### src/rtl/encoder_pkg.sv
// Shared constants for the sequential priority encoder: FSM state encoding
// and default request/code widths.
package encoder_pkg;

    localparam int N_IN_DEF  = 16;
    localparam int W_OUT_DEF = 4;

    typedef enum logic [1:0] {
        ST_IDLE  = 2'd0,
        ST_SERVE = 2'd1,
        ST_STALL = 2'd2
    } state_t;

endpackage

### src/rtl/pe_16to4.sv
// Combinational priority encoder: picks the highest or lowest set bit of the
// vector and returns its index plus a one-hot mask of that bit.
module pe_16to4 #(
    parameter int N_IN  = 16,
    parameter int W_OUT = 4
) (
    input  logic [N_IN-1:0]  vector,
    input  logic             high_first,
    output logic [W_OUT-1:0] index,
    output logic             found,
    output logic [N_IN-1:0]  grant_mask
);

    always_comb begin
        index = '0;
        found = |vector;
        // The last match in scan order wins, so scan away from the preferred end.
        if (high_first) begin
            for (int i = 0; i < N_IN; i++) begin
                if (vector[i]) index = W_OUT'(i);
            end
        end else begin
            for (int i = N_IN - 1; i >= 0; i--) begin
                if (vector[i]) index = W_OUT'(i);
            end
        end
        grant_mask = found ? (N_IN'(1) << index) : '0;
    end

endmodule

### src/rtl/encoder_16to4_seq.sv
// Sequential 16-to-4 priority encoder: OR-merges requests into a pending
// register and drains them one code per accepted valid/ready transfer.
//
//   state    | meaning
//   ST_IDLE  | nothing pending, no code on the output
//   ST_SERVE | a code is loading or being accepted this cycle
//   ST_STALL | code presented but the sink held off (out_ready=0)
module encoder_16to4_seq
    import encoder_pkg::*;
#(
    parameter int N_IN       = N_IN_DEF,
    parameter int W_OUT      = W_OUT_DEF,
    parameter int HIGH_FIRST = 1
) (
    input  logic             clk,
    input  logic             rst_n,
    input  logic             enable,
    input  logic             in_valid,
    input  logic [N_IN-1:0]  binary_in,
    input  logic             out_ready,
    output logic             out_valid,
    output logic [W_OUT-1:0] binary_out,
    output logic [N_IN-1:0]  pending_out,
    output logic             busy
);

    state_t           state, state_next;
    logic [N_IN-1:0]  pending, pending_next;
    logic [N_IN-1:0]  grant_mask, clear_mask;
    logic [W_OUT-1:0] pe_index, code_next;
    logic             pe_found, valid_next, slot_free, drained;

    pe_16to4 #(
        .N_IN  (N_IN),
        .W_OUT (W_OUT)
    ) u_pe (
        .vector     (pending),
        .high_first (HIGH_FIRST != 0),
        .index      (pe_index),
        .found      (pe_found),
        .grant_mask (grant_mask)
    );

    // Grant uses the registered pending value; this cycle's merge is not eligible.
    always_comb begin
        slot_free  = !out_valid || out_ready;
        clear_mask = '0;
        valid_next = out_valid;
        code_next  = binary_out;
        if (slot_free) begin
            if (pe_found) begin
                code_next  = pe_index;
                valid_next = 1'b1;
                clear_mask = grant_mask;
            end else begin
                valid_next = 1'b0;
            end
        end
        pending_next = (pending & ~clear_mask) | (in_valid ? binary_in : '0);
        drained      = !valid_next && (pending_next == '0);
    end

    always_comb begin
        state_next = state;
        case (state)
            ST_IDLE:  if (!drained) state_next = ST_SERVE;
            ST_SERVE: begin
                if (out_valid && !out_ready) state_next = ST_STALL;
                else if (drained)            state_next = ST_IDLE;
            end
            ST_STALL: if (out_ready) state_next = ST_SERVE;
            default:  state_next = ST_IDLE;
        endcase
    end

    always_ff @(posedge clk or negedge rst_n) begin
        if (!rst_n) begin
            state      <= ST_IDLE;
            pending    <= '0;
            out_valid  <= 1'b0;
            binary_out <= '0;
        end else if (enable) begin
            state      <= state_next;
            pending    <= pending_next;
            out_valid  <= valid_next;
            binary_out <= code_next;
        end
    end

    assign pending_out = pending;
    assign busy        = (state != ST_IDLE);

endmodule

### config.mk
export PLATFORM = sky130hd
export DESIGN_NAME = encoder_16to4_seq
export DESIGN_NICKNAME = d
export VERILOG_FILES = /design/src/rtl/encoder_pkg.sv /design/src/rtl/pe_16to4.sv /design/src/rtl/encoder_16to4_seq.sv
export SDC_FILE = /design/constraint.sdc
export NUM_CORES = 1
export LEC_CHECK = 0
export ABC_CLOCK_PERIOD_IN_PS = 2500
export BUFFER_PORTS_ARGS = -buffer_cell sky130_fd_sc_hd__clkbuf_2
export CORE_ASPECT_RATIO = 1.75
export CORE_MARGIN = 2
export CORE_UTILIZATION = 45
export CTS_CLUSTER_DIAMETER = 80
export DETAILED_ROUTE_END_ITERATION = 6
export PLACE_DENSITY = 0.72
export REMOVE_ABC_BUFFERS = 1
export SYNTH_ARGS = -nofsm -noshare
export SYNTH_HDL_FRONTEND = slang
export SYNTH_SLANG_ARGS = --single-unit
### constraint.sdc
create_clock -name clk -period 2.5 [get_ports clk]
set_input_delay 0.75 -clock clk [delete_from_list [all_inputs] [get_ports clk]]
set_output_delay 0.75 -clock clk [all_outputs]
set_load 0.02 [all_outputs]
# Word level (Yosys, flattened, before mapping)
# Cells that the tools add are included.
# word_totals
ramBits	0
out_inout_bits	22
elab_cells	50
mem_bits_ro	0
regBits	23
latchBits	0
memories	0
# classes
shifts	1
n_mul	0
n_eq_ne	5
bitwise_logic	3
n_div	0
n_reduce_logical	12
n_mux	25
magnitude_cmp	0
add_sub_neg	0
# op_table
cell	count
2-to-1 mux 16 bit	3
2-to-1 mux 4 bit	8
bitwise AND 16 bit	1
zero test 16 bit	1
NOT 16 bit	1
bitwise OR 16 bit	1
OR reduction 16 bit	1
left shift 1 x 4 -> 16 bit, first input constant	1
2-to-1 mux 2 bit	6
2-to-1 mux 3 bit	4
case mux 2 bit (3 select lines)	1
inequality test 2 bit, second input constant	2
AND reduction 4 bit	1
zero test 1 bit	3
2-to-1 mux 1 bit	3
inequality test 3 bit, second input constant	1
AND reduction 3 bit	1
equality test 2 x 1 -> 1 bit, second input constant	1
equality test 2 bit, second input constant	1
logical AND 1 bit	2
zero test 2 bit	1
nonzero test 2 bit	1
logical OR 1 bit	1

# Longest topological paths before layout
# Gate-level depths: netlist of run 1.
# logic_depth
ltp_word	26
ltp_mapped	6
ltp_nobuf	6

# Modules after synthesis
# A second synthesis of run 1 with hierarchy kept.
# hier_totals
hier_cells	204
hier_area_um2	1740.4
# modules_own_cells
module	cells_per_inst	seq_area_each_um2	instances	area_each_um2
encoder_16to4_seq	121	575.6	1	1208.7
pe_16to4	83	0.0	1	531.8

# Worst setup path after synthesis of run 1
# OpenSTA, ideal clock, no wires.
# synth_path
kind	register to register
startpoint	register pending[2] (netlist: pending_out[2])
endpoint	register state[0]
slack_ps	494
path_stages_with_launch	7
period_less_slack_ps	2006
t_arrival_ps	1872
path_cell_list	dfrtp_1 -> nand2b_4 -> a2111oi_4 -> o22ai_2 -> o41a_1 -> nor4_2 -> a31oi_1
# synth_via
elab_chain_cells	24
# synth_rtl
item	line_no	rtl
start: declaration	encoder_16to4_seq.sv:28	logic [N_IN-1:0] pending, pending_next;
start signal: assignment	encoder_16to4_seq.sv:84	pending <= pending_next;
2-to-1 mux 2 bit (2 in series)	pe_16to4.sv:20	if (vector[i]) index = W_OUT'(i);
2-to-1 mux 3 bit (4 in series)	pe_16to4.sv:20	
2-to-1 mux 4 bit (8 in series)	pe_16to4.sv:20	
left shift 1 x 4 -> 16 bit	pe_16to4.sv:27	grant_mask = found ? (N_IN'(1) << index) : '0;
2-to-1 mux 16 bit	encoder_16to4_seq.sv:51	if (pe_found) begin
2-to-1 mux 16 bit	encoder_16to4_seq.sv:50	if (slot_free) begin
NOT 16 bit	encoder_16to4_seq.sv:59	pending_next = (pending & ~clear_mask) | (in_valid ? binary_in : '0);
bitwise AND 16 bit	encoder_16to4_seq.sv:59	
bitwise OR 16 bit	encoder_16to4_seq.sv:59	
zero test 16 bit	encoder_16to4_seq.sv:60	drained = !valid_next && (pending_next == '0);
logical AND 1 bit *	encoder_16to4_seq.sv:60	
inequality test 3 bit (no source line) / inequality test 2 bit (equally long branches)	-	
AND reduction 4 bit (no source line) *	-	
end signal: assignment	encoder_16to4_seq.sv:83	state <= state_next;
end: declaration	encoder_16to4_seq.sv:27	state_t state, state_next;
# Mark *: on every way between the ends. The rest lies on a longest branch, timed or not.
# A chain may end at the register's enable or synchronous reset.

# Final worst setup path of run 1
# layout_path
startpoint	register pending[8] (netlist: pending_out[8])
endpoint	register state[0]
# layout_via
elab_chain_cells	18
# layout_rtl
item	line_no
2-to-1 mux 4 bit (8 in series)	pe_16to4.sv:20
left shift 1 x 4 -> 16 bit	pe_16to4.sv:27
2-to-1 mux 16 bit	encoder_16to4_seq.sv:51
2-to-1 mux 16 bit	encoder_16to4_seq.sv:50
NOT 16 bit	encoder_16to4_seq.sv:59
bitwise AND 16 bit	encoder_16to4_seq.sv:59
bitwise OR 16 bit	encoder_16to4_seq.sv:59
zero test 16 bit	encoder_16to4_seq.sv:60
logical AND 1 bit *	encoder_16to4_seq.sv:60
inequality test 3 bit (no source line) / inequality test 2 bit (equally long branches)	-
AND reduction 4 bit (no source line) *	-
# Marks and branches as above.

==> impl_results.md, run 1 <==
* Status: finished clean
* Initial Utilization at about 46%
* Type of origin of the critical path: flip-flop
* Filler instances at ~290
* Clk pin slew, worst setup/hold paths at roughly 0.080 ns
* CTS tree: built
* Largest net degree at the start of global routing at 24
* # rows at 26
* Pre-antenna DRT Iters at 4
* Die area at ~0.0034 sq mm
* Die W at about 45 um
* CTS Buf Count at 3
* WL final at ~3700 um
* Antenna cells at 0
* Vias in the first global route at around 1.3k
* Clock Tree Root: clkbuf_8
* Core Box Area at between 0.002 and 0.003 sq mm
* Syn. warnings at 0
* CP Cell Sequence: nor4_2, nand3_1, a21oi_1, a31oi_1, nor4_2, a31oi_1
* WL per Instance at approximately 17 um
* Post-CTS Hold Fix Bufs at 0
* Register bit total from synthesis at 23
* Crit end category: flip-flop
* Final Hold Fails at 0
* Fin nets at 210
* Die H at 75.9 um
* Design Area, Final at roughly 0.0016 sq mm
* RSZ-0062 raised after global routing: no
* Clk buf depth at 2
* Max-cap violations at 0
* Final setup vio count at 0
* Area grow syn2layout at 21.8%
* PostCTS Resize Cnt at 0
* Pwr/cell area at 618 mW/mm^2
* DRT antenna net count at 0
* Cell Area, Placed at 0.00157 sq mm
* Max stage delay on crit path at around 0.47 ns
* First-pass GRT wire length at between 5000 and 6000 um
* Boundary pin count at 43
* Mapped Cells at between 100 and 150
* Post-Syn Area per Cell at roughly 9 sq um
* Clock latency on the worst-skew pair at between 0.2 and 0.3 ns
* Overflow after GRT at 0
* Most frequent cells in the layout: clkbuf_2 (42), dfrtp_1 (23), nand2_1 (19), nor2_1 (17), a21oi_1 (10)
* Hold WS at 0.471 ns
* Max frequency at roughly 470 MHz
* Total GRT Usage at around a quarter
* CP Max Fanout at 6
* DP Cell Count at between 200 and 250
* Share of cells above drive strength 1 at a little under a third
* Final Critical Period at 2.13 ns
* CP arrival at ~2.3 ns
* Routed vias/inst at roughly 6.1
* Routability Congestion at a little over 0.9
* Vias at 1317
* Initial antenna violation count at 0
* CTS H-tree depth at 1
* Total Neg Setup Slack at 0 ns
* Commonest non-fill, non-tap cell in the layout: clkbuf_2
* Critical path class: flip-flop to flip-flop
* Worst min path class: input port to async pin
* Total leakage power at approximately 0.66 nW
* Num Clock Sinks at 23
* Unique masters post-synth at 37
* Final worst path period share at around 85%
* VDD IR-drop max at around 430 uV
* Remaining DRCs at 0
* Critical path required time at 2.64 ns
* Port Buffers at 42
* Post-Syn Area at around 0.0013 sq mm
* Fin cells at roughly 220
* Final Total Pwr at 0.00100 W
* Post-CTS setup buffer count at 0
* Max-slew violations at 0
* Seq/Total Area, Yosys at a little over two fifths
* Initial detailed-routing violation count at 28
* Slowest cell on crit path: dfrtp_1
* Post-Route Skew at roughly 0.0013 ns
* Worst-Margin Slew at ~0.6 ns
* DP HPWL at ~2900 um
* Slew HR at about three fifths
==> logic make-up after synthesis <==
kind of cell / Yosys count / synth area share, %
AO/OA/AOI/OAI: 43 / 24.1
buffers and inverters: 4 / 1.13
flip-flops: 23 / 43.3
multiplexers: 2 / 1.69
AND/OR/NAND/NOR: 72 / 29.8
==> per-stage QoR <==
| step | util (%) | setup slack (ns) |
|---|---|---|
| after floorplan | - | 0.494 |
| after global placement | 55.0 | 0.384 |
| after detailed placement | 55.0 | 0.341 |
| after CTS | 56.6 | 0.391 |
| after global routing | 56.6 | 0.208 |
| final | 56.6 | 0.368 |
==> path summary, 6_finish.rpt <==
path | start | to | slack, ns | cells past startpoint
max in group asynchronous | rst_n | pending_out[11] | 1.65 | 1
setup reg to reg | pending_out[8] | state[0] | 0.37 | 6
hold / removal | rst_n | pending_out[10] | 0.47 | 1
min in group clk | binary_out[2] | binary_out[2] | 0.48 | 1
hold reg to reg | binary_out[2] | binary_out[2] | 0.48 | 1
setup / recovery | pending_out[8] | state[0] | 0.37 | 6
==> critical path: cells and delay by family, from the launching register on <==
family	cells	cell delay (ns)
and+or+nand+nor	3	1.00
AOI/OAI and AO/OA	3	0.54
DFF	1	0.47
==> cells in the mapped netlist <==
master	instances	area (sq um)
o22ai_2	1	12.5
a32o_1	1	10.0
mux2_2	2	22.5
nor4_1	6	37.5
or4_1	1	7.51
o41ai_1	1	8.76
nor4_2	2	25.0
a21oi_1	10	50.1
nor3b_1	1	7.51
nor3_1	2	10.0
nand2b_4	1	13.8
o41a_1	1	11.3
or2_2	1	6.26
a31oi_2	1	12.5
a21o_1	2	15.0
or2b_1	1	7.51
o21ai_0	6	30.0
nand2b_1	1	6.26
clkbuf_1	4	15.0
nor4_4	1	21.3
a22o_1	7	61.3
o31ai_1	1	7.51
o21ai_1	2	10.0
o211ai_1	1	7.51
a22oi_1	2	15.0
a31oi_1	4	25.0
a2111oi_4	1	27.5
o31a_1	1	8.76
a211oi_1	1	7.51
nand3b_1	2	15.0
nand2_1	19	71.3
nor2b_1	4	25.0
and2_1	4	25.0
nor2_1	17	63.8
dfrtp_1	23	576
nand4b_1	2	17.5
nand3_1	7	35.0
==> metal layers <==
metal / up-vias / global-route usage [%] / part of all wire (%)
met2: 46 / 42.5 / 55
met3: 6 / 3.55 / 3.8
met1: 635 / 27.4 / 40
li1: 630 / - / -
met5: - / 0 / 0
met4: 0 / 10.5 / 1.8
==> cell type report <==
| class | instances | area (sq um) | share of cell area, % |
|---|---|---|---|
| Clock buffer | 4 | 45.0 | 2.78 |
| Multi-Input combinational cell | 117 | 738 | 45.6 |
| Sequential cell | 23 | 576 | 35.5 |
| Tap cell | 28 | 35.0 | 2.16 |
| Timing Repair Buffer | 44 | 225 | 13.9 |
==> power by group <==
| group | internal [W] | switching, W |
|---|---|---|
| Combinational | 0.000110 | 0.000166 |
| Sequential | 0.000417 | 0.0000722 |
| Clock | 0.000114 | 0.000122 |
==> sequential cells by signal, indices dropped and copies added (netlist names) <==
register,flops
state,2
pending_out,16
out_valid,1
binary_out,4
Power figures use the tool's default switching activity.
==> inputs of run 2 (changes only) <==
--- a/config.mk
+++ b/config.mk
@@ -5,7 +5,7 @@
 export SDC_FILE = /design/constraint.sdc
 export NUM_CORES = 1
 export LEC_CHECK = 0
-export ABC_CLOCK_PERIOD_IN_PS = 2500
+export ABC_CLOCK_PERIOD_IN_PS = 2200
 export BUFFER_PORTS_ARGS = -buffer_cell sky130_fd_sc_hd__clkbuf_2
 export CORE_ASPECT_RATIO = 1.75
 export CORE_MARGIN = 2
==> constraint.sdc (replaced) <==
create_clock -name clk -period 2.2 [get_ports clk]
set_input_delay 0.66 -clock clk [delete_from_list [all_inputs] [get_ports clk]]
set_output_delay 0.66 -clock clk [all_outputs]
set_load 0.02 [all_outputs]
==> impl_results.md, run 2 (synthesis gave the netlist of run 1 again) <==
* DP HPWL at 3060 um (+6.6%)
* Total GRT Usage at 24.0% (+0.12 points)
* Crit path to: state[0]
* Die W at 45.1 um (unchanged)
* Register Area at 576 sq um (unchanged)
* Design Area, Final at 0.00167 sq mm (+3.2%)
* CP Max Fanout at 8 (+2)
* Hold WS at 0.376 ns (-0.0952 ns)
* Max frequency at 484 MHz (+3.1%)
* Final core occ at 58.4% (+1.8 points)
* Clk buf depth at 2 (unchanged)
* Remaining DRCs at 0 (unchanged)
* Final Hold Fails at 0 (unchanged)
* Levels on crit path at 6 (unchanged)
* Critical path required time at 2.34 ns (-0.30 ns)
* Largest net degree at the start of global routing at 24 (unchanged)
* Initial antenna violation count at 0 (unchanged)
* Clock latency on the worst-skew pair at 0.26 ns (about the same)
* Num Clock Sinks at 23 (unchanged)
* R2R depth at 6 (unchanged)
* Final Critical Period at 2.07 ns (-0.0637 ns)
* Vias at 1376 (+4.5%)
* Pwr/cell area at 682 mW/mm^2 (+10%)
* Largest register FFs at 16 (unchanged)
* Final worst path period share at 94.0% (+8.7 points)
* Filler instances at 277 (-3.1%)
* Max-slew violations at 0 (unchanged)
* Routed vias/inst at 6.23 (+2.1%)
* Slowest cell on crit path: o41a_1
* Comb power frac at 29.0% (+1.4 points)
* Crit path launch: pending_out[2]
* Area of the multi-input gates at 752 sq um (+1.9%)
* First-pass GRT wire length at 5940 um (unchanged)
* Critical path class: flip-flop to flip-flop
* Share of cells above drive strength 1 at 33.2% (+2.8 points)
* Pre-antenna DRT Iters at 4 (unchanged)
* Final Total Pwr at 0.00114 W (+14%)
* Type of origin of the critical path: flip-flop
* Crit end category: flip-flop
* Routability Congestion at 0.885 (-2.6%)
* Worst r2r dst: state[0]
* RSZ-0062 raised after global routing: no
* Most frequent cells in the layout: clkbuf_2 (42), dfrtp_1 (23), nand2_1 (19), nor2_1 (17), a21oi_1 (10)
* Fin nets at 215 (+2.4%)
* Max-cap violations at 0 (unchanged)
* Switching pwr at 0.000408 W (+13%)
* Buf/Inv on CP at 0 (unchanged)
* Initial Utilization at 46.4% (unchanged)
* VDD IR-drop max at 396 uV (-8.9%)
* Cell Area, Placed at 0.00160 sq mm (+1.9%)
* Clock Tree Root: clkbuf_8
* Die area at 0.00342 sq mm (unchanged)
* Initial detailed-routing violation count at 38 (+36%)
* Die H at 75.9 um (unchanged)
* Port Buffers at 42 (unchanged)
* Antenna cells at 0 (unchanged)
* Post-Route Skew at 0.00380 ns (+0.00254 ns)
* Overflow after GRT at 0 (unchanged)
* DRT antenna net count at 0 (unchanged)
* CTS H-tree depth at 1 (unchanged)
* R2r setup slk at 0.13 ns (-0.24 ns)
* WL final at 3880 um (+4.7%)
* Worst-Margin Slew at 0.573 ns (-0.0160 ns)
* Max stage delay on crit path at 0.48 ns (about the same)
* Worst min path class: input port to async pin
* Sequential share of power at 48.4% (-0.4 points)
* Vias in the first global route at 1291 (-1.6%)
* WL per Instance at 17.6 um (+2.4%)
* CP Cell Sequence: nand2b_4, a2111oi_4, o22ai_2, o41a_1, nor4_2, a31oi_1
* # rows at 26 (unchanged)
* Final setup vio count at 0 (unchanged)
* Boundary pin count at 43 (unchanged)
* Area grow syn2layout at 25.8%
* Slew HR at 61.8% (+1.1 points)
* Internal power at 0.000733 W (+14%)
* Total Neg Setup Slack at 0 ns (unchanged)
* Switching share of power at 35.8% (-0.22 points)
* Clock network power share at 22.5% (-1.1 points)
* Clk pin slew, worst setup/hold paths at 0.08 ns (about the same)
* Core Box Area at 0.00286 sq mm (unchanged)
* Reg2reg start: pending_out[2]
* CP arrival at 2.21 ns (-0.07 ns)
* CTS Buf Count at 3 (unchanged)
* Top delay family on crit path: compound AO/OA/AOI/OAI gates
* Commonest non-fill, non-tap cell in the layout: clkbuf_2
* CTS tree: built
* Total leakage power at 0.703 nW (+6.1%)
* Status: finished clean
run 2: layout make-up:
cell class	instances	share of cell area, %
multi-input cells	117	45.0
flip-flops and latches	23	34.4
repair buffers	49	15.7
clock buffers	3	2.47
well taps	28	2.10
clock inverters	1	0.299
run 2: timing repair:
item / 4_1_cts / 5_1_grt
buffers inserted: 0 / 1
resized for setup: 0 / 2
hold buffers: 0 / 0
endpoints found under the setup margin: 0 / 1
run 2: worst min-delay path by stage:
stage / startpoint / to / slack, ns / cells after the start
2_1_floorplan: rst_n / binary_out[0] / 0.36 / 0
3_3_place_gp: binary_out[2] / binary_out[2] / 0.46 / 1
3_5_place_dp: binary_out[3] / binary_out[3] / 0.47 / 2
4_1_cts: rst_n / pending_out[10] / 0.40 / 1
5_1_grt: rst_n / pending_out[10] / 0.42 / 1
6_report: rst_n / pending_out[10] / 0.38 / 1
run 2: power groups by stage:
stage / Clock [W] / Combinational (W) / Sequential, W
5_1_grt: 0.000283 / 0.000365 / 0.000564
3_5_place_dp: 0 / 0.000329 / 0.000558
6_report: 0.000257 / 0.000331 / 0.000552
2_1_floorplan: 0 / 0.000150 / 0.000590
4_1_cts: 0.000266 / 0.000331 / 0.000549
3_3_place_gp: 0 / 0.000324 / 0.000555
run 2: routing by layer:
| layer | share of wire, % | GRT usage (%) | vias up |
|---|---|---|---|
| li1 | - | - | 638 |
| met1 | 37 | 26.4 | 680 |
| met2 | 57 | 44.3 | 45 |
| met3 | 3.5 | 2.61 | 13 |
| met4 | 3.1 | 11.1 | 0 |
| met5 | 0 | 0 | - |
run 2: through the flow:
step	worst slack (ns)	cells
2_1_floorplan	0.194	140
3_3_place_gp	0.171	216
3_5_place_dp	0.132	216
4_1_cts	0.112	220
5_1_grt	0.0280	221
6_report	0.132	221
